<file path="src/rtl/commit_unit.sv">
// In-order retirement stage behind the ROB: register writeback, store commit handshake, mispredict flush.
// Optional performance counters are enabled with `define COMMIT_PERF_CNT_EN.
//
// state     | meaning
// RUN       | retire the head when it is done
// ST_WAIT   | store head: hold st_req_o until the store buffer acks
// FLUSH     | one quiet cycle after a mispredict while the ROB reinitialises
module commit_unit #(
    parameter int ROB_IDX_W  = 5,
    parameter int XLEN       = 32,
    parameter int ST_TIMEOUT = 255
) (
    input  logic                 clk,
    input  logic                 rst,
    input  logic                 head_valid_i,
    input  logic                 head_done_i,
    input  logic [ROB_IDX_W-1:0] head_rob_idx_i,
    input  logic [4:0]           head_rd_addr_i,
    input  logic [XLEN-1:0]      head_rd_data_i,
    input  logic                 head_regf_we_i,
    input  logic                 head_is_store_i,
    input  logic                 head_is_branch_i,
    input  logic                 head_br_en_i,
    input  logic                 head_prediction_i,
    input  logic [XLEN-1:0]      head_pc_new_i,
    output logic                 dequeue_o,
    output logic                 rf_we_o,
    output logic [4:0]           rf_rd_addr_o,
    output logic [XLEN-1:0]      rf_rd_data_o,
    output logic [ROB_IDX_W-1:0] rf_rob_idx_o,
    output logic                 flush_o,
    output logic [XLEN-1:0]      redirect_pc_o,
    output logic                 st_req_o,
    input  logic                 st_ack_i,
    output logic [ROB_IDX_W-1:0] st_rob_idx_o,
    output logic                 st_err_o
`ifdef COMMIT_PERF_CNT_EN
    ,
    output logic [63:0]          perf_retired_o,
    output logic [31:0]          perf_flush_o,
    output logic [31:0]          perf_st_stall_o
`endif
);

    localparam int CNT_W = $clog2(ST_TIMEOUT + 1);
    localparam logic [CNT_W-1:0] TIMEOUT_C = CNT_W'(ST_TIMEOUT);

    typedef enum logic [1:0] {
        S_RUN     = 2'd0,
        S_ST_WAIT = 2'd1,
        S_FLUSH   = 2'd2
    } state_t;

    state_t           state_q, state_d;
    logic [CNT_W-1:0] wait_cnt_q, wait_cnt_d;
    logic             st_err_q, st_err_d;

    logic ready;
    logic mispredict;

    assign ready      = head_valid_i & head_done_i;
    assign mispredict = head_is_branch_i & (head_br_en_i != head_prediction_i);

    always_ff @(posedge clk) begin
        if (rst) begin
            state_q    <= S_RUN;
            wait_cnt_q <= '0;
            st_err_q   <= 1'b0;
        end else begin
            state_q    <= state_d;
            wait_cnt_q <= wait_cnt_d;
            st_err_q   <= st_err_d;
        end
    end

    always_comb begin
        state_d    = state_q;
        wait_cnt_d = wait_cnt_q;
        case (state_q)
            S_RUN: begin
                if (ready) begin
                    if (head_is_store_i) begin
                        state_d    = S_ST_WAIT;
                        wait_cnt_d = '0;
                    end else if (mispredict) begin
                        state_d = S_FLUSH;
                    end
                end
            end
            S_ST_WAIT: begin
                if (st_ack_i) begin
                    state_d    = S_RUN;
                    wait_cnt_d = '0;
                end else if (wait_cnt_q != TIMEOUT_C) begin
                    wait_cnt_d = wait_cnt_q + 1'b1;
                end
            end
            S_FLUSH: state_d = S_RUN;
            default: state_d = S_RUN;
        endcase
        // The request is never dropped on timeout; the error only flags it.
        st_err_d = st_err_q | ((state_q == S_ST_WAIT) && !st_ack_i && (wait_cnt_d == TIMEOUT_C));
    end

    always_comb begin
        dequeue_o     = 1'b0;
        rf_we_o       = 1'b0;
        rf_rd_addr_o  = '0;
        rf_rd_data_o  = '0;
        rf_rob_idx_o  = '0;
        flush_o       = 1'b0;
        redirect_pc_o = '0;
        st_req_o      = 1'b0;
        st_rob_idx_o  = '0;
        if (!rst) begin
            case (state_q)
                S_RUN: begin
                    if (ready && !head_is_store_i) begin
                        rf_we_o      = head_regf_we_i & (head_rd_addr_i != 5'd0);
                        rf_rd_addr_o = head_rd_addr_i;
                        rf_rd_data_o = head_rd_data_i;
                        rf_rob_idx_o = head_rob_idx_i;
                        // Mispredicted heads are retired by the ROB flush path, not by dequeue.
                        if (mispredict) begin
                            flush_o       = 1'b1;
                            redirect_pc_o = head_pc_new_i;
                        end else begin
                            dequeue_o = 1'b1;
                        end
                    end
                end
                S_ST_WAIT: begin
                    st_req_o     = 1'b1;
                    st_rob_idx_o = head_rob_idx_i;
                    dequeue_o    = st_ack_i;
                end
                default: ;
            endcase
        end
    end

    assign st_err_o = st_err_q & ~rst;

`ifdef COMMIT_PERF_CNT_EN
    logic [63:0] perf_retired_q;
    logic [31:0] perf_flush_q;
    logic [31:0] perf_st_stall_q;

    always_ff @(posedge clk) begin
        if (rst) begin
            perf_retired_q  <= '0;
            perf_flush_q    <= '0;
            perf_st_stall_q <= '0;
        end else begin
            if ((dequeue_o || flush_o) && !(&perf_retired_q))
                perf_retired_q <= perf_retired_q + 64'd1;
            if (flush_o && !(&perf_flush_q))
                perf_flush_q <= perf_flush_q + 32'd1;
            if ((state_q == S_ST_WAIT) && !st_ack_i && !(&perf_st_stall_q))
                perf_st_stall_q <= perf_st_stall_q + 32'd1;
        end
    end

    assign perf_retired_o  = perf_retired_q;
    assign perf_flush_o    = perf_flush_q;
    assign perf_st_stall_o = perf_st_stall_q;
`endif

endmodule

</file>
<file path="config.mk">
export PLATFORM = sky130hd
export DESIGN_NAME = commit_unit
export DESIGN_NICKNAME = d
export VERILOG_FILES = /design/src/rtl/commit_unit.sv
export SDC_FILE = /design/constraint.sdc
export NUM_CORES = 1
export LEC_CHECK = 0
export ABC_CLOCK_PERIOD_IN_PS = 5550
export CAP_MARGIN = 25
export CORE_MARGIN = 3
export CORE_UTILIZATION = 25
export DETAILED_ROUTE_END_ITERATION = 12
export PLACE_DENSITY = 0.78
export SYNTH_ARGS = -nofsm -noshare
export SYNTH_HDL_FRONTEND = slang
export SYNTH_SLANG_ARGS = --single-unit
</file>
<file path="constraint.sdc">
create_clock -name clk -period 5.55 [get_ports clk]
set_input_delay 1.665 -clock clk [delete_from_list [all_inputs] [get_ports clk]]
set_output_delay 1.665 -clock clk [all_outputs]
set_load 0.005 [all_outputs]
</file>
# Word level (Yosys, flattened, before mapping)
# Cells that the tools add are included.
[word_totals] register_bits=11 in_bits=84 out_inout_bits=84 word_cells=63
[classes] addsub=1 n_eq_ne=7 n_mux=38 bitwise=6 n_reduce_logical=8
[op_table] op="$mux W32" n=7
[op_table] op="$mux W5" n=8
[op_table] op="$mux W8" n=4
[op_table] op="$pmux W8 S2" n=1
[op_table] op="$mux W1" n=12
[op_table] op="$add A8 B1 Y8 const B" n=1
[op_table] op="$eq A8 B8 Y1 const B" n=1
[op_table] op="$mux W2" n=4
[op_table] op="$ne A8 B8 Y1 const B" n=1
[op_table] op="$reduce_bool A5 Y1" n=1
[op_table] op="$and A1 B1 Y1" n=4
[op_table] op="$ne A2 B2 Y1 const B" n=2
[op_table] op="$pmux W2 S2" n=1
[op_table] op="$logic_and A1 B1 Y1" n=3
[op_table] op="$ne A3 B3 Y1 const B" n=1
[op_table] op="$reduce_and A3 Y1" n=1
[op_table] op="$eq A2 B1 Y1 const B" n=1
[op_table] op="$logic_not A1 Y1" n=2
[op_table] op="$logic_not A2 Y1" n=1
[op_table] op="$pmux W1 S2" n=1
[op_table] op="$ne A1 B1 Y1" n=1
[op_table] op="$not A1 Y1" n=1
[op_table] op="$or A1 B1 Y1" n=1

# Longest topological paths before layout
[logic_depth] word_depth=7 ltp_mapped=7 depth_no_buf=7

# Least setup slack after synthesis
# Ideal clock, no wire load.
[synth_path] path_type="input-to-output" startpoint="input rst" endpoint="output redirect_pc_o[22]" arrival_ns=2.639 required_ns=3.885 setup_slack_ns=1.246 path_stages=6 path_buffers=1 path_cell_list="nor2_4 -> nor4b_4 -> inv_2 -> nor2_4 -> buf_6 -> and2_1"
[synth_between] elab_chain_len=1
[synth_rtl] item="from (decl)" line_no="14" rtl="input logic rst,"
[synth_rtl] item="$mux W32" line_no="115" rtl="if (!rst) begin"
[synth_rtl] item="to (decl)" line_no="32" rtl="output logic [XLEN-1:0] redirect_pc_o,"
# Every way passes these cells.

# Final worst setup path
[layout_path] startpoint="input rst" endpoint="output redirect_pc_o[7]"
# The elaborated chain is that of the path after synthesis.

==> impl_metrics.csv <==
group,metric,value,unit
yosys,seq_area_frac_synth,0.174,
worst_setup_path,worst-r2r-setup-slack,3.59,ns
placed_design,portBuffers,167,
final_layout,final_cell_mix,"167 x clkdlybuf4s50_1, 75 x and2_1, 13 x nor2_1, 11 x dfxtp_1, 9 x a21oi_1",
global_route,grt_pass1_wl,8.83,mm
clock_tree,hold_buffers,0,
sta,whs,0.563,ns
detailed_routing,drc,0,
yosys,syn_nets,262,
pwr,combPwrFrac,0.366,
global_route,grt_usage,0.185,
worst_setup_path,crit_path_max_fanout,33,
pwr,p_switching,56.9,uW
pwr,ir_drop,0.0860,mV
detailed_routing,wirelength,5.69,mm
placed_design,place_congestion,0.837,
sta,finalCriticalPeriod,5.24,ns
worst_setup_path,critPathKind,"in -> out",
clock_tree,clock_sinks,11,
global_route,grt_max_degree,44,
die,start_util,0.263,
worst_setup_path,cp-start-kind,"input port",
clock_tree,cts_max_level,1,
sta,fin_skew,0.00633,ns
worst_setup_path,r2r-end,"st_err_q",
detailed_routing,first_pass_iters,4,
pwr,p_seq_frac,0.314,
clock_tree,ctsResizeCount,0,
hold_path,hold_class,"reg -> reg",
worst_setup_path,cp-end-kind,"primary output",
clock_tree,cts-root-buf,"clkbuf_8",
detailed_routing,wl_per_cell,13.9,um
detailed_routing,drtIter0Drc,55,
worst_setup_path,cp.arrival,3.57,ns
clock_tree,clkLatencyLatePin,0.24,ns
pwr,power.leakage,1.12,nW
worst_setup_path,crit_required,3.88,ns
sta,maxSlewHeadroom,0.761,
yosys,synth-main-ff-cell,"dfxtp_1",
sta,drv_slew,0,
final_layout,layout_commonest_cell,"clkdlybuf4s50_1",
sta,hold_viol,0,
clock_tree,clk_pin_slew,0.05,ns
final_layout,area_growth,139,%
die,io_pins,168,
worst_setup_path,cp-startpoint,"rst",
hold_path,hold_start,"wait_cnt_q[1]",
yosys,synth_enable_flop_cells,0,
die,core-area,0.00482,sq mm
clock_tree,clk_path_buf_depth,2,
placed_design,hpwl,4.88,mm
clock_tree,cts-buffers-inserted,3,
global_route,grt_pass1_vias,1711,
worst_setup_path,rr_startpoint,"wait_cnt_q[0]",
yosys,synthArstFlopShare,0,
pwr,p_int,201,uW
sta,rsz0062_at_grt,"false",
yosys,ys_warn_count,0,
sta,setup_viol,0,
worst_setup_path,endpoint,"redirect_pc_o[7]",
final_layout,final.fill_count,429,
sta,finalCritPeriodShare,0.944,
final_layout,drive_gt1_frac,0.0440,
pwr,totalPowerFinal,258,uW
pwr,clkPwrFrac,0.320,
yosys,syn-instance-count,177,
detailed_routing,viasPerCell,4.41,
pwr,pwr_density_cell,85.2,mW/mm^2
die,die_area,0.00597,sq mm
clock_tree,cts_tree,"built",
job,drv_cap,0,
yosys,synthesis.area,0.00127,sq mm
clock_tree,cts_setup_buffers,0,
global_route,antenna_found_initial,0,
detailed_routing,num_vias,1801,
sta,tns,0,ns
placed_design,placed_cell_area,0.00298,sq mm
die,row_count,25,
sta,worst_pin_slew,0.357,ns
yosys,syn_avg_cell_area,7.17,sq um
global_route,grt-ovfl-total,0,
die,die_y,77.2,um
sta,max_freq,0.191,GHz
yosys,ys_ff_latch,11,
yosys,ys_types,40,
status,outcome,"completed",
detailed_routing,postRouteAntennaNets,0,
final_layout,nNetsFinal,427,
pwr,p_sw_frac,0.220,
final_layout,antenna_cells,0,
die,fp.dieW,77.2,um
final_layout,post-route-cell-area,0.00303,sq mm
worst_setup_path,reg2reg_depth,7,
-- stage by stage --
stage          cells  utilization  setup WS, ns
2_1_floorplan    177            -          1.25
3_3_place_gp     404        0.619         0.298
3_5_place_dp     404        0.619         0.280
4_1_cts          408        0.629         0.279
5_1_grt          408        0.629         0.162
6_report         408        0.629         0.313
-- logic make-up (layout without fill, tap and decap cells) --
| group | after synthesis | count (layout) | share of synthesized area |
|---|---|---|---|
| simple gates | 129 | 129 | 0.632 |
| compound gates | 23 | 23 | 0.111 |
| buf+inv | 12 | 176 | 0.0661 |
| flops | 11 | 11 | 0.174 |
| fa+ha+maj | 1 | 1 | 0.00986 |
| xor+xnor | 1 | 1 | 0.00690 |
-- how the worst min path moves through the flow --
stage | end | slack, ns | depth (start not counted)
6_report | wait_cnt_q[1] | 0.56 | 2
5_1_grt | wait_cnt_q[6] | 0.59 | 2
4_1_cts | wait_cnt_q[1] | 0.57 | 2
3_5_place_dp | wait_cnt_q[1] | 0.56 | 2
3_3_place_gp | wait_cnt_q[6] | 0.56 | 2
2_1_floorplan | wait_cnt_q[6] | 0.53 | 2
-- worst max-delay path, stage by stage --
cell and delay, ns:
clkdlybuf4s50_1 0.46, nor2_4 0.15, nor4b_4 0.25, inv_2 0.10
nor2_4 0.13, buf_12 0.16, and2_1 0.13, clkdlybuf4s50_1 0.53
-- flip-flops by register name, indices dropped and copies added (netlist names) --
register	cells
wait_cnt_q	8
state_q	2
st_err_q	1
-- power by group through the flow --
stage                     Clock, mW  Sequential [mW]  Combinational [mW]
after detailed placement          0           0.0826              0.0948
after floorplan                   0           0.0820              0.0196
after global routing         0.0886           0.0811               0.102
final                        0.0827           0.0810              0.0944
after CTS                    0.0864           0.0810              0.0953
after global placement            0           0.0826              0.0945
-- cell usage after synthesis, types with 2 or more instances --
cell type  number  share of area
a22oi_1         2          0.012
and3_1          7          0.035
a31oi_1         4          0.020
nand4_1         2         0.0099
a21oi_1         9          0.036
nor3_1          4          0.016
nand2_1         8          0.024
nor2_4          2          0.018
clkbuf_1        4          0.012
dfxtp_1        11           0.17
nor2_1         13          0.038
nor2b_1         3          0.015
nand3_1         2         0.0079
o21ai_1         2         0.0079
and2_1         75           0.37
buf_6           5          0.044
-- routing by layer --
layer  GRT usage  wire length, um  vias to the layer above
met5           0                0                        -
met4      0.0605               89                        0
met3      0.0469              513                        6
met2       0.330             2800                      105
met1       0.213             2290                      775
li1            -                -                      915
-- area by class of cell --
class / instances / area (sq um) / share of cell area
inverters: 2 / 7.51 / 0.00248
flip-flops and latches: 11 / 220 / 0.0727
well taps: 67 / 83.8 / 0.0277
clock buffers: 4 / 45.0 / 0.0149
multi-input cells: 154 / 965 / 0.319
repair buffers: 170 / 1710 / 0.564
Note: power is estimated with default switching activity, not from simulation.
==> RTL change 1: new RTL, same settings <==
Change the parameter `ROB_IDX_W` from 5 to 6.
--- a/src/rtl/commit_unit.sv
+++ b/src/rtl/commit_unit.sv
@@ -6,7 +6,7 @@
 // ST_WAIT   | store head: hold st_req_o until the store buffer acks
 // FLUSH     | one quiet cycle after a mispredict while the ROB reinitialises
 module commit_unit #(
-    parameter int ROB_IDX_W  = 5,
+    parameter int ROB_IDX_W  = 6,
     parameter int XLEN       = 32,
     parameter int ST_TIMEOUT = 255
 ) (
Interface: changed (resized head_rob_idx_i, rf_rob_idx_o and st_rob_idx_o); port bits go from 168 to 171. The function was not compared with the original's and may differ.
==> RTL change 1 against the original RTL <==
- total power is essentially flat
- design area is 0.91% higher
- sequential cell count did not move
- maximum frequency decreased by 2.9%
- routed wire length increased by 8.2%
- clock power is essentially flat
- largest cell class unchanged
- worst setup slack lost 0.16 ns
- critical path type unchanged
- area after synthesis fell by 3.7%
==> RTL change 1: results (changes against the original RTL) <==
The tools report the critical hold path startpoint as st_err_q. The ratio of routed vias to standard cells came out at 4.47 (+1.2%). After synthesis, the most frequently instantiated cells are and2_1 (81), nor2_1 (13), dfxtp_1 (11), clkbuf_1 (9), a21oi_1 (7). For the weighted congestion reported at the end of routability-driven placement, the log shows 0.814 (-2.8%).

The layout cell share with drive strength beyond 1 was 0.0262 (-0.0178). The cell at the root of the clock tree is clkbuf_8. The average detailed-routed wire length per instance is 15.0 um (+7.9%), and the initial detailed-routing violation count is 98 (+78%). The antenna diode count is 0 (unchanged).

The half-perimeter wire length of the detailed placement result is 5340 um (+9.4%), and the unique cell type count in the Yosys netlist is 37 (-7.5%). The async set or reset register ratio after synthesis came out at 0 (unchanged). For the count of placed standard cells in the final layout, fillers left out, the log shows 409 (+0.25%). The slew of the pin with the lowest slew margin is 0.408 ns (+0.0502 ns). The run gives 1751 (+2.3%) as the via count of the first global-routing pass.

The number of instances on the worst hold path was 2 (unchanged). Wire length of the first global-routing pass: 9070 um (+2.8%). Ranked by total cell area, the synthesized netlist is headed by and2_1 (41%), dfxtp_1 (18%), nor2_1 (4.0%). In this design, the stage delay of the slowest critical-path cell is 0.52 ns. The number of buffers inserted by port buffering came out at 170 (+1.8%). The final-layout worst hold slack came out at 0.491 ns (-0.0716 ns).

For the post-synthesis net count, the log shows 263 (+0.38%). Global-route usage over all layers: 0.208 (+0.0230). The end point of the most critical hold path was st_err_q. The tools report the arrival time at the worst endpoint as 3.73 ns (+0.16 ns). The number of filler instances in the final layout is 391 (-8.9%), and the leakage power total is 1.12 nW (-0.19%). The run gives 3.13 ns (-0.46 ns) as the register-to-register setup slack. The run finished with clean final reports.

The tools report the maximum number of pins on one net before global-route repair as 45 (+2.3%). The total of cells resized after clock tree synthesis is 0 (unchanged), and the net total in the final layout is 431 (+0.94%). The tools report the sequential element share of the synthesized area as 0.180 (+0.00676).

For the worst vdd rail ir drop, the log shows 0.0909 mV (+5.8%). The tools report the final setup skew as 0.00430 ns (-0.00203 ns). The number of optimization iterations in the first detailed-route pass came out at 4 (unchanged). The cell count of the worst reg-to-reg path is 6 (-1), and the total number of yosys warnings is 0 (unchanged).
==> RTL change 1: cell count changes after synthesis, sizes merged, moves of 5 or more <==
| cell | change |
|---|---|
| and2 | +5 |
| buf | -5 |
| clkbuf | +5 |
| nand2 | -6 |
| and3 | -5 |
==> RTL change 1: layer usage <==
layer  track usage  wire [um]
met1         0.243       2370
met2         0.384       3140
met3        0.0567        567
met4        0.0291         80
met5             0          0
==> RTL change 1: worst max path at each step <==
stage	from	endpoint	slack [ns]
4_1_cts	rst	redirect_pc_o[6]	0.12
2_1_floorplan	rst	redirect_pc_o[22]	0.79
3_3_place_gp	rst	redirect_pc_o[4]	0.14
5_1_grt	rst	redirect_pc_o[4]	0.02
3_5_place_dp	rst	redirect_pc_o[6]	0.14
6_report	rst	redirect_pc_o[6]	0.16
==> RTL change 1: stage by stage <==
stage	area [sq um]	setup WS [ns]	total power [W]
after floorplan	1220	0.788	0.0000988
after global placement	3010	0.141	0.000177
after detailed placement	3010	0.139	0.000178
after CTS	3060	0.118	0.000260
after global routing	3060	0.0234	0.000270
final	3060	0.155	0.000258
==> RTL change 1: cell type report <==
class	count	area, sq um	area share
timing repair buffer	173	1740	0.568
inverter	4	15.0	0.00491
tap	65	81.3	0.0266
clock buffer	3	41.3	0.0135
multi-input combinational	152	956	0.313
sequential	11	220	0.0721
clock inverter	1	5.00	0.00164
==> RTL change 1: worst min-delay path, cell delays in order (launching register included) <==
cell and delay (ns):
dfxtp_1 0.29, inv_1 0.06, o32ai_1 0.08
==> RTL change 1: where the power goes <==
group | total [W] | leakage (nW) | internal [W] | switching, W
clock network | 0.0000829 | 0.0255 | 0.0000495 | 0.0000334
registers | 0.0000806 | 0.0887 | 0.0000796 | 0.000000964
logic | 0.0000948 | 1.01 | 0.0000718 | 0.0000230
==> RTL change 1: kinds of logic (layout without fill, tap and decap cells) <==
logic type | count (synthesis) | count (layout) | synth area share
and+or+nand+nor | 123 | 123 | 0.613
AOI/OAI and AO/OA | 25 | 25 | 0.130
buffers and inverters | 14 | 181 | 0.0440
DFF | 11 | 11 | 0.180
xor gates and xnor gates | 2 | 2 | 0.0143
adders and majority gates | 1 | 1 | 0.0102
muxes | 1 | 1 | 0.00820
==> RTL change 2: new RTL, same settings <==
Without the edit above. The 3 states of `state_t` get a one-hot encoding in 3 bits.
--- a/src/rtl/commit_unit.sv
+++ b/src/rtl/commit_unit.sv
@@ -45,10 +45,10 @@
     localparam int CNT_W = $clog2(ST_TIMEOUT + 1);
     localparam logic [CNT_W-1:0] TIMEOUT_C = CNT_W'(ST_TIMEOUT);
 
-    typedef enum logic [1:0] {
-        S_RUN     = 2'd0,
-        S_ST_WAIT = 2'd1,
-        S_FLUSH   = 2'd2
+    typedef enum logic [2:0] {
+        S_RUN     = 3'b001,
+        S_ST_WAIT = 3'b010,
+        S_FLUSH   = 3'b100
     } state_t;
 
     state_t           state_q, state_d;
Behaviour: same outputs for any inputs over 10 cycles, from zero or initial values and one cycle with rst high; not proved beyond that.
==> RTL change 2 against the original RTL <==
- worst setup slack lost 0.087 ns
- largest power group unchanged
- routed wire length shrank 3.1%
- non-clock buffer count is the same
- area after synthesis grew 4.8%
- sequential cell count grew 1
- design area grew 3.0%
- total power grew 8.1%
- cell count grew 2.7%
==> RTL change 2: results (changes against the original RTL) <==
The sequential element share of the synthesized area was 0.181 (+0.00705). The buffers inserted during post-CTS setup optimization was 0 (unchanged). The logs give 0.0599 mV (-30%) for the worst vdd rail ir drop and 0.24 ns (about the same) for the clock latency at the later pin of the worst-skew pair. The cell at the root of the clock tree was clkbuf_8. The run gives 0.170 (-0.0147) as the global-route usage over all layers. By area the synthesized netlist is led by and2_1 (38%), dfxtp_1 (18%), a21oi_1 (6.0%). The tools report the routing usage on met1 as 0.170 (-0.0439).

For the arrival time at the worst endpoint, the log shows 3.66 ns (+0.09 ns). The global routing met3 resource utilization was 0.0601 (+0.0131). The tools report the post-synthesis cell count as 188 (+6.2%). For hold timing, the worst endpoint is st_err_q. For this run, the leading register cell type out of synthesis is dfxtp_1. The tools report the wire length of the first global-routing pass as 8750 um (-0.86%). The average detailed-routed wire length per instance came out at 13.2 um (-5.7%).

The maximum number of pins on one net before global-route repair is 38 (-14%), and the cell count of the worst reg-to-reg path is 7 (unchanged). The tools report the total routed wirelength as 5510 um (-3.1%). The post-synthesis net count is 273 (+4.2%). The logs give 0.00369 ns (-0.00264 ns) for the final setup skew and 415 (+2.7%) for the number of instances in the placed design. For the total of cells resized after clock tree synthesis, the log shows 0 (unchanged). The tools report the total number of yosys warnings as 0 (unchanged).

The leakage power total was 1.16 nW (+3.1%); the register-to-register setup slack was 3.46 ns (-0.13 ns). The layout cell share with drive strength beyond 1 was 0.0398 (-0.00422); the number of optimization iterations in the first detailed-route pass was 4 (unchanged). In the final layout, the registers with the most flip-flops are wait_cnt_q: 8 flops, state_q: 3 flops, st_err_q: 1 flops. The run gives 39 (-2.5%) as the unique cell type count in the Yosys netlist.

The worst hold path begins at st_err_q. The relative slew slack is 0.643 (-0.119), and the final-layout worst hold slack is 0.480 ns (-0.0831 ns). The setup slack after placement was 0.217 ns (-0.0628 ns).

The number of buffers inserted by port buffering was 167 (unchanged); the initial detailed-routing violation count was 57 (+3.6%). The endpoint identified for the worst register-to-register timing path is st_err_q. The logs give 1882 (+4.5%) for the via count and 0 (unchanged) for the initial antenna violation count. The worst-case clock buffer depth is 2 (unchanged).

Counting instances in the post-synthesis netlist gives the leading cell types as and2_1 (80), a21oi_1 (16), dfxtp_1 (12), nor2_1 (12), nand2_1 (10). Via count of the first global-routing pass: 1950 (+14%). The highest net fanout along the worst path works out to 33 (unchanged). The level count of the clock H-tree is 1 (unchanged), and the net total in the final layout is 438 (+2.6%). The met2 track demand over resource was 0.325 (-0.00475).

The clock input transition at the sequential cells of the worst setup and hold paths came out at 0.05 ns (about the same). Antenna diode count: 0 (unchanged). The half-perimeter wire length of the detailed placement result came out at 4830 um (-1.0%). The total clock buffers created by CTS is 3 (unchanged). The flow ran to the end, and the final reports show no timing, DRC or antenna violations. The weighted congestion reported at the end of routability-driven placement was 0.820 (-2.1%).
## RTL change 2: per-stage QoR
step / total power (W) / area, sq um
after floorplan: 0.000112 / 1330
after global placement: 0.000187 / 3060
after detailed placement: 0.000188 / 3060
after CTS: 0.000283 / 3120
after global routing: 0.000294 / 3120
final: 0.000279 / 3120
## RTL change 2: kinds of logic after synthesis
group | share of synthesized area
simple gates | 0.612
flops | 0.181
xor+xnor | 0.0132
buf+inv | 0.0602
fa+ha+maj | 0.00941
compound gates | 0.124
## RTL change 2: how the worst max path moves through the flow
stage            startpoint           endpoint  slack [ns]  depth (start not counted)
3_3_place_gp   head_valid_i  redirect_pc_o[27]        0.27                          7
6_report       head_valid_i  redirect_pc_o[27]        0.23                          7
5_1_grt        head_valid_i  redirect_pc_o[26]        0.12                          7
4_1_cts        head_valid_i  redirect_pc_o[13]        0.21                          7
3_5_place_dp   head_valid_i  redirect_pc_o[13]        0.22                          7
2_1_floorplan  head_valid_i  redirect_pc_o[22]        1.26                          5
## RTL change 2: area by class of cell
type	count	area, sq um
clock buffer	4	55.1
sequential	12	240
tap	67	83.8
timing repair buffer	170	1720
multi-input combinational	163	1010
fill	470	1820
inverter	3	11.3
## RTL change 2: power breakdown
group | switching (W) | leakage [nW] | internal [W]
sequential | 0.00000150 | 0.0969 | 0.0000871
clock | 0.0000311 | 0.0288 | 0.0000626
combinational | 0.0000247 | 1.03 | 0.0000719
## RTL change 2: critical path, cell delays in order
cell	delay [ns]
clkdlybuf4s50_1	0.48
nand2_1	0.09
or2_4	0.27
nor4_4	0.28
buf_12	0.20
and2_1	0.15
clkdlybuf4s50_1	0.51
## RTL change 2: per-layer routing
metal,vias to the layer above,share of wire
li1,954,-
met1,808,0.35
met2,110,0.51
met3,10,0.12
met4,0,0.026
met5,-,0
